--- src/rtl/ctrl_pkg.sv ---
// Shared types and encodings for the control pipeline slice.
package ctrl_pkg;

  localparam int unsigned REG_W = 5;
  localparam int unsigned FWD_W = 2;

  // ALU operation encoding carried in alu_control.
  typedef enum logic [3:0] {
    ALU_ADD  = 4'd0,
    ALU_SUB  = 4'd1,
    ALU_SLL  = 4'd2,
    ALU_SLT  = 4'd3,
    ALU_SLTU = 4'd4,
    ALU_XOR  = 4'd5,
    ALU_SRL  = 4'd6,
    ALU_SRA  = 4'd7,
    ALU_OR   = 4'd8,
    ALU_AND  = 4'd9,
    ALU_LUI  = 4'd10
  } alu_op_e;

  // Immediate format encoding carried in imm_sel.
  typedef enum logic [2:0] {
    IMM_I = 3'd0,
    IMM_S = 3'd1,
    IMM_B = 3'd2,
    IMM_U = 3'd3,
    IMM_J = 3'd4
  } imm_sel_e;

  // Writeback source encoding carried in mem_to_reg.
  typedef enum logic [1:0] {
    WB_ALU = 2'd0,
    WB_MEM = 2'd1,
    WB_PC4 = 2'd2
  } mem_to_reg_e;

  // EX operand source selects.
  localparam logic [FWD_W-1:0] FWD_RF  = 2'b00;
  localparam logic [FWD_W-1:0] FWD_MEM = 2'b01;
  localparam logic [FWD_W-1:0] FWD_WB  = 2'b10;

  // Decoded control bundle, 18 bits, MSB first.
  typedef struct packed {
    logic       load;
    logic       store;
    logic       jalr_out;
    logic [1:0] mem_to_reg;
    logic       reg_write;
    logic       mem_en;
    logic       operand_b;
    logic       operand_a;
    logic [2:0] imm_sel;
    logic       branch;
    logic       next_sel;
    logic [3:0] alu_control;
  } ctrl_bundle_t;

  // Contents of one pipeline stage register.
  typedef struct packed {
    logic             valid;
    ctrl_bundle_t     ctrl;
    logic [REG_W-1:0] rd;
    logic [REG_W-1:0] rs1;
    logic [REG_W-1:0] rs2;
  } stage_t;

  localparam stage_t STAGE_BUBBLE = '0;

  // Side-effecting fields read as zero for an invalid stage.
  function automatic ctrl_bundle_t gate_ctrl(input stage_t s);
    ctrl_bundle_t c;
    c           = s.ctrl;
    c.reg_write = s.ctrl.reg_write & s.valid;
    c.mem_en    = s.ctrl.mem_en & s.valid;
    return c;
  endfunction

endpackage

--- src/rtl/ctrl_pipe_if.sv ---
// ID-side inputs and stage-side outputs of the control pipeline.
interface ctrl_pipe_if #(parameter int unsigned CNT_W = 16);
  import ctrl_pkg::*;

  logic               id_valid_i;
  ctrl_bundle_t       id_ctrl_i;
  logic [REG_W-1:0]   id_rd_i;
  logic [REG_W-1:0]   id_rs1_i;
  logic [REG_W-1:0]   id_rs2_i;
  logic               id_use_rs1_i;
  logic               id_use_rs2_i;
  logic               redirect_i;
  logic               ext_stall_i;

  ctrl_bundle_t       ex_ctrl_o;
  ctrl_bundle_t       mem_ctrl_o;
  ctrl_bundle_t       wb_ctrl_o;
  logic [REG_W-1:0]   ex_rd_o;
  logic [REG_W-1:0]   mem_rd_o;
  logic [REG_W-1:0]   wb_rd_o;
  logic               ex_valid_o;
  logic               mem_valid_o;
  logic               wb_valid_o;
  logic [FWD_W-1:0]   fwd_a_o;
  logic [FWD_W-1:0]   fwd_b_o;
  logic               stall_id_o;
  logic               flush_id_o;
  logic [CNT_W-1:0]   bubble_cnt_o;

  modport master (
    output id_valid_i, id_ctrl_i, id_rd_i, id_rs1_i, id_rs2_i,
           id_use_rs1_i, id_use_rs2_i, redirect_i, ext_stall_i,
    input  ex_ctrl_o, mem_ctrl_o, wb_ctrl_o, ex_rd_o, mem_rd_o, wb_rd_o,
           ex_valid_o, mem_valid_o, wb_valid_o, fwd_a_o, fwd_b_o,
           stall_id_o, flush_id_o, bubble_cnt_o
  );

  modport slave (
    input  id_valid_i, id_ctrl_i, id_rd_i, id_rs1_i, id_rs2_i,
           id_use_rs1_i, id_use_rs2_i, redirect_i, ext_stall_i,
    output ex_ctrl_o, mem_ctrl_o, wb_ctrl_o, ex_rd_o, mem_rd_o, wb_rd_o,
           ex_valid_o, mem_valid_o, wb_valid_o, fwd_a_o, fwd_b_o,
           stall_id_o, flush_id_o, bubble_cnt_o
  );

endinterface

--- src/rtl/ctrl_pipe_hazard_unit.sv ---
// Combinational load-use detection and EX operand forwarding selection.
module hazard_unit
  import ctrl_pkg::*;
(
  input  logic             ex_valid,
  input  logic             ex_load,
  input  logic [REG_W-1:0] ex_rd,
  input  logic [REG_W-1:0] ex_rs1,
  input  logic [REG_W-1:0] ex_rs2,
  input  logic             mem_valid,
  input  logic             mem_reg_write,
  input  logic [REG_W-1:0] mem_rd,
  input  logic             wb_valid,
  input  logic             wb_reg_write,
  input  logic [REG_W-1:0] wb_rd,
  input  logic [REG_W-1:0] id_rs1,
  input  logic [REG_W-1:0] id_rs2,
  input  logic             id_use_rs1,
  input  logic             id_use_rs2,
  output logic             load_use_c,
  output logic [FWD_W-1:0] fwd_a_c,
  output logic [FWD_W-1:0] fwd_b_c
);

  logic mem_writes_c;
  logic wb_writes_c;

  // MEM wins over WB; x0 never forwards.
  function automatic logic [FWD_W-1:0] fwd_sel(input logic [REG_W-1:0] src,
                                                input logic mem_wr,
                                                input logic wb_wr);
    logic [FWD_W-1:0] sel;
    sel = FWD_RF;
    if (mem_wr && (mem_rd == src)) begin
      sel = FWD_MEM;
    end else if (wb_wr && (wb_rd == src)) begin
      sel = FWD_WB;
    end
    return sel;
  endfunction

  // Producer qualifiers, then hazard and forward selects.
  always_comb begin
    mem_writes_c = mem_valid & mem_reg_write & (mem_rd != '0);
    wb_writes_c  = wb_valid & wb_reg_write & (wb_rd != '0);
    load_use_c   = ex_valid & ex_load & (ex_rd != '0) &
                   (((ex_rd == id_rs1) & id_use_rs1) |
                    ((ex_rd == id_rs2) & id_use_rs2));
    fwd_a_c      = fwd_sel(ex_rs1, mem_writes_c, wb_writes_c);
    fwd_b_c      = fwd_sel(ex_rs2, mem_writes_c, wb_writes_c);
  end

endmodule

--- src/rtl/ctrl_pipe.sv ---
// EX/MEM/WB control stage registers with stall, flush and bubble accounting.
module ctrl_pipe
  import ctrl_pkg::*;
#(
  parameter int unsigned CNT_W = 16
) (
  input logic       clk,
  input logic       rst_n,
  ctrl_pipe_if.slave bus
);

  localparam int unsigned N_STAGES = 3;
  localparam int unsigned S_EX     = 0;
  localparam int unsigned S_MEM    = 1;
  localparam int unsigned S_WB     = 2;

  stage_t           stage_q [N_STAGES];
  logic             redirect_pend_q;
  logic [CNT_W-1:0] bubble_cnt_q;

  logic             load_use_c;
  logic             redirect_c;
  logic             squash_c;
  stage_t           id_stage_c;

  hazard_unit u_hazard (
    .ex_valid      (stage_q[S_EX].valid),
    .ex_load       (stage_q[S_EX].ctrl.load),
    .ex_rd         (stage_q[S_EX].rd),
    .ex_rs1        (stage_q[S_EX].rs1),
    .ex_rs2        (stage_q[S_EX].rs2),
    .mem_valid     (stage_q[S_MEM].valid),
    .mem_reg_write (stage_q[S_MEM].ctrl.reg_write),
    .mem_rd        (stage_q[S_MEM].rd),
    .wb_valid      (stage_q[S_WB].valid),
    .wb_reg_write  (stage_q[S_WB].ctrl.reg_write),
    .wb_rd         (stage_q[S_WB].rd),
    .id_rs1        (bus.id_rs1_i),
    .id_rs2        (bus.id_rs2_i),
    .id_use_rs1    (bus.id_use_rs1_i),
    .id_use_rs2    (bus.id_use_rs2_i),
    .load_use_c    (load_use_c),
    .fwd_a_c       (bus.fwd_a_o),
    .fwd_b_c       (bus.fwd_b_o)
  );

  // Next EX contents: a redirect (live or held over a freeze) beats a load-use stall.
  always_comb begin
    redirect_c = bus.redirect_i | redirect_pend_q;
    squash_c   = redirect_c | load_use_c;
    id_stage_c = STAGE_BUBBLE;
    if (bus.id_valid_i && !squash_c) begin
      id_stage_c.valid = 1'b1;
      id_stage_c.ctrl  = bus.id_ctrl_i;
      id_stage_c.rd    = bus.id_rd_i;
      id_stage_c.rs1   = bus.id_rs1_i;
      id_stage_c.rs2   = bus.id_rs2_i;
    end
  end

  // Freeze, flush and stall handshake back to IF/ID.
  always_comb begin
    bus.stall_id_o = bus.ext_stall_i | (load_use_c & ~redirect_c);
    bus.flush_id_o = redirect_c & ~bus.ext_stall_i;
  end

  // Stage shift, redirect hold-over and saturating bubble counter.
  always_ff @(posedge clk) begin
    if (!rst_n) begin
      for (int unsigned i = 0; i < N_STAGES; i++) begin
        stage_q[i] <= STAGE_BUBBLE;
      end
      redirect_pend_q <= 1'b0;
      bubble_cnt_q    <= '0;
    end else if (bus.ext_stall_i) begin
      redirect_pend_q <= redirect_pend_q | bus.redirect_i;
    end else begin
      stage_q[S_EX]   <= id_stage_c;
      stage_q[S_MEM]  <= stage_q[S_EX];
      stage_q[S_WB]   <= stage_q[S_MEM];
      redirect_pend_q <= 1'b0;
      if (squash_c && (bubble_cnt_q != '1)) begin
        bubble_cnt_q <= bubble_cnt_q + CNT_W'(1);
      end
    end
  end

  // Stage outputs; bundles masked by their valid bit.
  always_comb begin
    bus.ex_valid_o   = stage_q[S_EX].valid;
    bus.mem_valid_o  = stage_q[S_MEM].valid;
    bus.wb_valid_o   = stage_q[S_WB].valid;
    bus.ex_ctrl_o    = gate_ctrl(stage_q[S_EX]);
    bus.mem_ctrl_o   = gate_ctrl(stage_q[S_MEM]);
    bus.wb_ctrl_o    = gate_ctrl(stage_q[S_WB]);
    bus.ex_rd_o      = stage_q[S_EX].rd;
    bus.mem_rd_o     = stage_q[S_MEM].rd;
    bus.wb_rd_o      = stage_q[S_WB].rd;
    bus.bubble_cnt_o = bubble_cnt_q;
  end

endmodule

--- src/flat_wrapper.sv ---
// flat-port wrapper written by rule: the top's interface ports become plain ports
module ctrl_pipe_flat import ctrl_pkg::*;
#(
  parameter int unsigned CNT_W = 16
)
  (clk, rst_n, bus_id_valid_i, bus_id_ctrl_i, bus_id_rd_i, bus_id_rs1_i, bus_id_rs2_i, bus_id_use_rs1_i, bus_id_use_rs2_i, bus_redirect_i, bus_ext_stall_i, bus_ex_ctrl_o, bus_mem_ctrl_o, bus_wb_ctrl_o, bus_ex_rd_o, bus_mem_rd_o, bus_wb_rd_o, bus_ex_valid_o, bus_mem_valid_o, bus_wb_valid_o, bus_fwd_a_o, bus_fwd_b_o, bus_stall_id_o, bus_flush_id_o, bus_bubble_cnt_o);
  ctrl_pipe_if #(.CNT_W(CNT_W)) bus_i ();
  input logic clk;
  input logic rst_n;
  input wire logic [$bits(bus_i.id_valid_i)-1:0] bus_id_valid_i;
  input wire logic [$bits(bus_i.id_ctrl_i)-1:0] bus_id_ctrl_i;
  input wire logic [$bits(bus_i.id_rd_i)-1:0] bus_id_rd_i;
  input wire logic [$bits(bus_i.id_rs1_i)-1:0] bus_id_rs1_i;
  input wire logic [$bits(bus_i.id_rs2_i)-1:0] bus_id_rs2_i;
  input wire logic [$bits(bus_i.id_use_rs1_i)-1:0] bus_id_use_rs1_i;
  input wire logic [$bits(bus_i.id_use_rs2_i)-1:0] bus_id_use_rs2_i;
  input wire logic [$bits(bus_i.redirect_i)-1:0] bus_redirect_i;
  input wire logic [$bits(bus_i.ext_stall_i)-1:0] bus_ext_stall_i;
  output wire logic [$bits(bus_i.ex_ctrl_o)-1:0] bus_ex_ctrl_o;
  output wire logic [$bits(bus_i.mem_ctrl_o)-1:0] bus_mem_ctrl_o;
  output wire logic [$bits(bus_i.wb_ctrl_o)-1:0] bus_wb_ctrl_o;
  output wire logic [$bits(bus_i.ex_rd_o)-1:0] bus_ex_rd_o;
  output wire logic [$bits(bus_i.mem_rd_o)-1:0] bus_mem_rd_o;
  output wire logic [$bits(bus_i.wb_rd_o)-1:0] bus_wb_rd_o;
  output wire logic [$bits(bus_i.ex_valid_o)-1:0] bus_ex_valid_o;
  output wire logic [$bits(bus_i.mem_valid_o)-1:0] bus_mem_valid_o;
  output wire logic [$bits(bus_i.wb_valid_o)-1:0] bus_wb_valid_o;
  output wire logic [$bits(bus_i.fwd_a_o)-1:0] bus_fwd_a_o;
  output wire logic [$bits(bus_i.fwd_b_o)-1:0] bus_fwd_b_o;
  output wire logic [$bits(bus_i.stall_id_o)-1:0] bus_stall_id_o;
  output wire logic [$bits(bus_i.flush_id_o)-1:0] bus_flush_id_o;
  output wire logic [$bits(bus_i.bubble_cnt_o)-1:0] bus_bubble_cnt_o;
  assign bus_i.id_valid_i = bus_id_valid_i;
  assign bus_i.id_ctrl_i = bus_id_ctrl_i;
  assign bus_i.id_rd_i = bus_id_rd_i;
  assign bus_i.id_rs1_i = bus_id_rs1_i;
  assign bus_i.id_rs2_i = bus_id_rs2_i;
  assign bus_i.id_use_rs1_i = bus_id_use_rs1_i;
  assign bus_i.id_use_rs2_i = bus_id_use_rs2_i;
  assign bus_i.redirect_i = bus_redirect_i;
  assign bus_i.ext_stall_i = bus_ext_stall_i;
  assign bus_ex_ctrl_o = bus_i.ex_ctrl_o;
  assign bus_mem_ctrl_o = bus_i.mem_ctrl_o;
  assign bus_wb_ctrl_o = bus_i.wb_ctrl_o;
  assign bus_ex_rd_o = bus_i.ex_rd_o;
  assign bus_mem_rd_o = bus_i.mem_rd_o;
  assign bus_wb_rd_o = bus_i.wb_rd_o;
  assign bus_ex_valid_o = bus_i.ex_valid_o;
  assign bus_mem_valid_o = bus_i.mem_valid_o;
  assign bus_wb_valid_o = bus_i.wb_valid_o;
  assign bus_fwd_a_o = bus_i.fwd_a_o;
  assign bus_fwd_b_o = bus_i.fwd_b_o;
  assign bus_stall_id_o = bus_i.stall_id_o;
  assign bus_flush_id_o = bus_i.flush_id_o;
  assign bus_bubble_cnt_o = bus_i.bubble_cnt_o;
  ctrl_pipe #(.CNT_W(CNT_W)) u_core (.clk(clk), .rst_n(rst_n), .bus(bus_i));
endmodule
--- config.mk ---
export PLATFORM = sky130hd
export DESIGN_NAME = ctrl_pipe_flat
export DESIGN_NICKNAME = d
export VERILOG_FILES = /design/src/rtl/ctrl_pkg.sv /design/src/rtl/ctrl_pipe_if.sv /design/src/rtl/ctrl_pipe_hazard_unit.sv /design/src/rtl/ctrl_pipe.sv /design/src/flat_wrapper.sv
export SDC_FILE = /design/constraint.sdc
export NUM_CORES = 1
export LEC_CHECK = 0
export ABC_AREA = 1
export CORE_ASPECT_RATIO = 0.7
export CORE_MARGIN = 10
export CORE_UTILIZATION = 35
export CTS_BUF_LIST = sky130_fd_sc_hd__clkbuf_8
export DETAILED_ROUTE_END_ITERATION = 8
export SKIP_LAST_GASP = 1
export SLEW_MARGIN = 20
export SYNTH_ARGS = -nofsm -noshare
export SYNTH_HDL_FRONTEND = slang
export SYNTH_SLANG_ARGS = --single-unit
--- constraint.sdc ---
create_clock -name clk -period 9 [get_ports clk]
set_clock_uncertainty 0.1 [all_clocks]
set_input_delay 2.25 -clock clk [delete_from_list [all_inputs] [get_ports clk]]
set_output_delay 2.25 -clock clk [all_outputs]
set_load 0.05 [all_outputs]
* After elaboration in Yosys (flattened, before gate mapping)
Memories as Yosys holds them, arrays and structs flattened. Cells that the tools add are included.
Word-level totals: memories 1, bits in writable memories 102, bits in registers 17, word-level logic and storage cells 59, bits of input ports 40, output and inout port bits 94
Memory list:
- u_core.stage_q | depth 3, width 34, rd ports 3, clocked after memory_dff 0, write ports 3, RTL line ctrl_pipe.sv:17 | stage_t stage_q [N_STAGES];
Operators by class: $add $sub $neg 1, multiplexer cells 12, bitwise logic cells 24, reductions and logical operators 12, eq/ne operators 7
Operator list (count):
- two-way mux 34 bit | 4
- == test 5 bit | 6
- adder 16 x 1 -> 16 bit, second input constant | 1
- inequality test 16 bit, second input constant | 1
- AND 1 bit | 15
- nonzero test 5 bit | 3
- two-way mux 2 bit | 4
- bitwise OR 1 bit | 7
- logical AND 1 bit | 6
- two-way mux 1 bit | 4
- AND reduction 2 bit | 2
- inverter 1 bit | 2
- zero test 1 bit | 1

* Logic depth before layout (Yosys ltp)
depth in word-level cells 9, mapped depth 13, mapped depth without buffers 12

* Cells and area by module
From an unflattened synthesis, not the netlist that was laid out.
Second synthesis, totals: cell total of the unflattened synthesis 658, area total of the unflattened synthesis 5348.9 µm²
Modules (own cells, without submodules):
- ctrl_pipe | seq. area each 2802.7 µm², area each 4765.8 µm², cells each 519, times used 1
- hazard_unit | seq. area each 0.0 µm², area each 583.1 µm², cells each 139, times used 1

* Worst setup path before layout
OpenSTA, ideal clock, no wires.
path type input port to output port, start point input port bus_redirect_i, end point output port bus_stall_id_o, buffers on the path 0, arrival time 3.548 ns, path slack 3.102 ns, stages on the path 3, data required time 6.650 ns, path through nor2_1 nor2_1 a21oi_1
Between the ends: word-level cells in the longest chain between the ends 4
RTL lines:
- start: declaration | RTL line flat_wrapper.sv:17 | input wire logic [$bits(bus_i.redirect_i)-1:0] bus_redirect_i;
- bitwise OR 1 bit | RTL line ctrl_pipe.sv:49 | redirect_c = bus.redirect_i | redirect_pend_q;
- inverter 1 bit | RTL line ctrl_pipe.sv:63 | bus.stall_id_o = bus.ext_stall_i | (load_use_c & ~redirect_c);
- AND 1 bit | RTL line ctrl_pipe.sv:63
- bitwise OR 1 bit | RTL line ctrl_pipe.sv:63
- end: declaration | RTL line flat_wrapper.sv:30 | output wire logic [$bits(bus_i.stall_id_o)-1:0] bus_stall_id_o;
Every way passes these cells.

* Final worst setup path
start point input port bus_ext_stall_i, end point output port bus_stall_id_o
Between the ends: word-level cells in the longest chain between the ends 1
RTL lines:
- start: declaration | RTL line flat_wrapper.sv:18 | input wire logic [$bits(bus_i.ext_stall_i)-1:0] bus_ext_stall_i;
- bitwise OR 1 bit | RTL line ctrl_pipe.sv:63
Every way passes these cells.

==> metrics.txt <==
worst rel slew slack 0.434; commonest non-fill, non-tap cells in the layout clkdlybuf4s50_1, nor2_1, inv_1; switching power total 0.313 mW; Total GRT Usage 0.120; # hold bufs at CTS 0; Synth Area per Inst 8.83 um^2; Syn Inst Count 586; Max clock buf depth 2; yosys warns 0; Clk pwr share 0.295; combinational power share 0.184; Fin Hold WS 0.407 ns; CTS tree done; CTS H-tree depth 3; ratio of cells with drive above 1 in the final layout 0.0606; hold_sp u_core.redirect_pend_q; Static Leak 2.74 nW; status complete, no violations; Routed WL 12300 um; DIE WIDTH 165 um; worst slew pin tran 0.846 ns; Mapped Area 5170 um^2; Distinct cells, synth 28; pins over their slew limit 0; Final Hold Viols 0; CTS clk-pin slew, worst paths 0.10 ns; Final #Nets 696; clk_lat worst skew 0.38 ns; post-synthesis sequential area ratio 0.542; crit path from bus_ext_stall_i; largest net degree at the start of global routing 84; CTS resizes 0; Ports 134; global-route wire length before repair 19200 um; type of the worst setup path input pin to output port; Chip Height 122 um; maximum vdd drop 0.128 mV; drt wl/cell 14.4 um; Core Box Area 14600 um^2; max_cap viols 0; Placed Area 6220 um^2; flop-to-flop setup slack 6.64 ns; Pre-Repair DR Iteration Count 4; Synth Flop Type edfxtp_1; CTS sink count 99; CP Cell Sequence clkdlybuf4s50_1 > inv_2 > a21oi_1 > clkdlybuf4s50_1; # fillers 1418; most frequent CP cell clkdlybuf4s50_1; Cell Int Power 0.719 mW; DR DRC count 0; via count 3678; CTS root buf clkbuf_8; Mapped Nets 627; Hold WC Path Type flop to flop; Worst EP arrival 4.28 ns; commonest non-fill, non-tap cell in the layout clkdlybuf4s50_1; CTS buffer count 9; Design Area, Final 6440 um^2; fin crit share 0.737; Seq pwr share 0.521; number of enable flip-flop cells after synthesis 82; DR vias/cell 4.30; Critical Path RT 6.65 ns; crit-path max FO 7; Crit Reg-Reg Startpoint u_core.stage_q[0][14]; initial antenna violation count 1; # rows 37; Yosys reg bits 99; Die ar. 20100 um^2; setup TNS 0 ns; Starting Density 0.355; CP endpoint kind output port; switch share 0.303; Port Buf Inserts 133; CP max stage cell clkdlybuf4s50_1; Area Growth Syn to Fin 24.4%; setup bufs post-CTS 0; RSZ-0062 raised after global routing no; hpwl dp 9000 um; CP max stage delay 0.83 ns; via count of the first global-routing pass 3590; CP Launch Type input pin; total congestion overflow 0; pwr dens 160 nW/um^2; Min Clock Period, post-route 6.63 ns; post-route ant nets 0; Placer Congestion 0.833; DRT iter0 DRCs 195; Final setup viols 0; Async S/R FF share, synth 0; Highest Clock Rate 151 MHz
flip-flops by register name, indices dropped and copies added, names as in the netlist:
| register | flops |
|---|---|
| u_core.stage_q | 82 |
| u_core.redirect_pend_q | 1 |
| u_core.bus.bubble_cnt_o | 16 |
synth_stat cells, types with 2 or more instances:
cell type / n / area [um^2]
clkinv_1: 13 / 48.8
xor2_1: 11 / 96.3
nand3_1: 21 / 105
buf_4: 64 / 480
buf_2: 6 / 30.0
inv_1: 107 / 402
buf_1: 2 / 7.51
nor2_2: 10 / 62.6
xnor2_1: 12 / 105
nor3_1: 4 / 20.0
dfxtp_1: 17 / 340
nand4_1: 17 / 106
buf_6: 2 / 22.5
nor2_1: 116 / 435
nand2_1: 80 / 300
o21ai_0: 3 / 15.0
nor4_1: 2 / 12.5
clkbuf_1: 3 / 11.3
edfxtp_1: 82 / 2460
inv_2: 6 / 22.5
stage by stage:
step / util / total power, mW / instances / setup slack (ns)
final: 0.441 / 1.03 / 856 / 2.37
after global routing: 0.441 / 1.08 / 855 / 2.25
after CTS: 0.441 / 1.05 / 855 / 2.36
after detailed placement: 0.426 / 0.741 / 839 / 2.37
after global placement: 0.426 / 0.740 / 839 / 2.41
after floorplan: - / 0.687 / 586 / 3.10
routing by layer:
layer,track usage,share of wire
met5,0,0
met4,0.0361,0.012
met3,0.0536,0.087
met2,0.193,0.46
met1,0.144,0.44
kinds of logic after synthesis:
kind of cell	count (synthesis)	share of synthesized area
adder cells (fa/ha/maj)	1	0.00242
AO/OA/AOI/OAI	5	0.00556
flip-flops	99	0.542
buffers and inverters	203	0.198
XOR/XNOR	23	0.0389
AND/OR/NAND/NOR	255	0.213
critical path: cells and delay by family:
| kind | cells | cell delay (ns) |
|---|---|---|
| AOI/OAI and AO/OA | 1 | 0.21 |
| buffers and inverters | 3 | 1.82 |
path summary, 6_finish.rpt:
check,to,cells after the start
max,bus_stall_id_o,4
min,u_core.redirect_pend_q,2
max reg2reg,u_core.stage_q[0][7],10
min reg2reg,u_core.redirect_pend_q,2
power groups by stage:
| stage | Combinational [mW] | Sequential, mW | Clock (mW) |
|---|---|---|---|
| after floorplan | 0.134 | 0.554 | 0 |
| after global placement | 0.191 | 0.549 | 0 |
| after detailed placement | 0.192 | 0.549 | 0 |
| after CTS | 0.192 | 0.539 | 0.317 |
| after global routing | 0.203 | 0.542 | 0.332 |
| final | 0.190 | 0.538 | 0.304 |
cell type report:
type | count | area [um^2] | area share
inverter | 126 | 473 | 0.0735
tap | 195 | 244 | 0.0379
clock buffer | 9 | 124 | 0.0192
timing repair buffer | 135 | 1350 | 0.209
clock inverter | 7 | 82.6 | 0.0128
antenna | 1 | 2.50 | 0.000389
sequential | 99 | 2800 | 0.435
multi-input combinational | 284 | 1360 | 0.212
No activity file was read; power rests on OpenSTA's default activity.
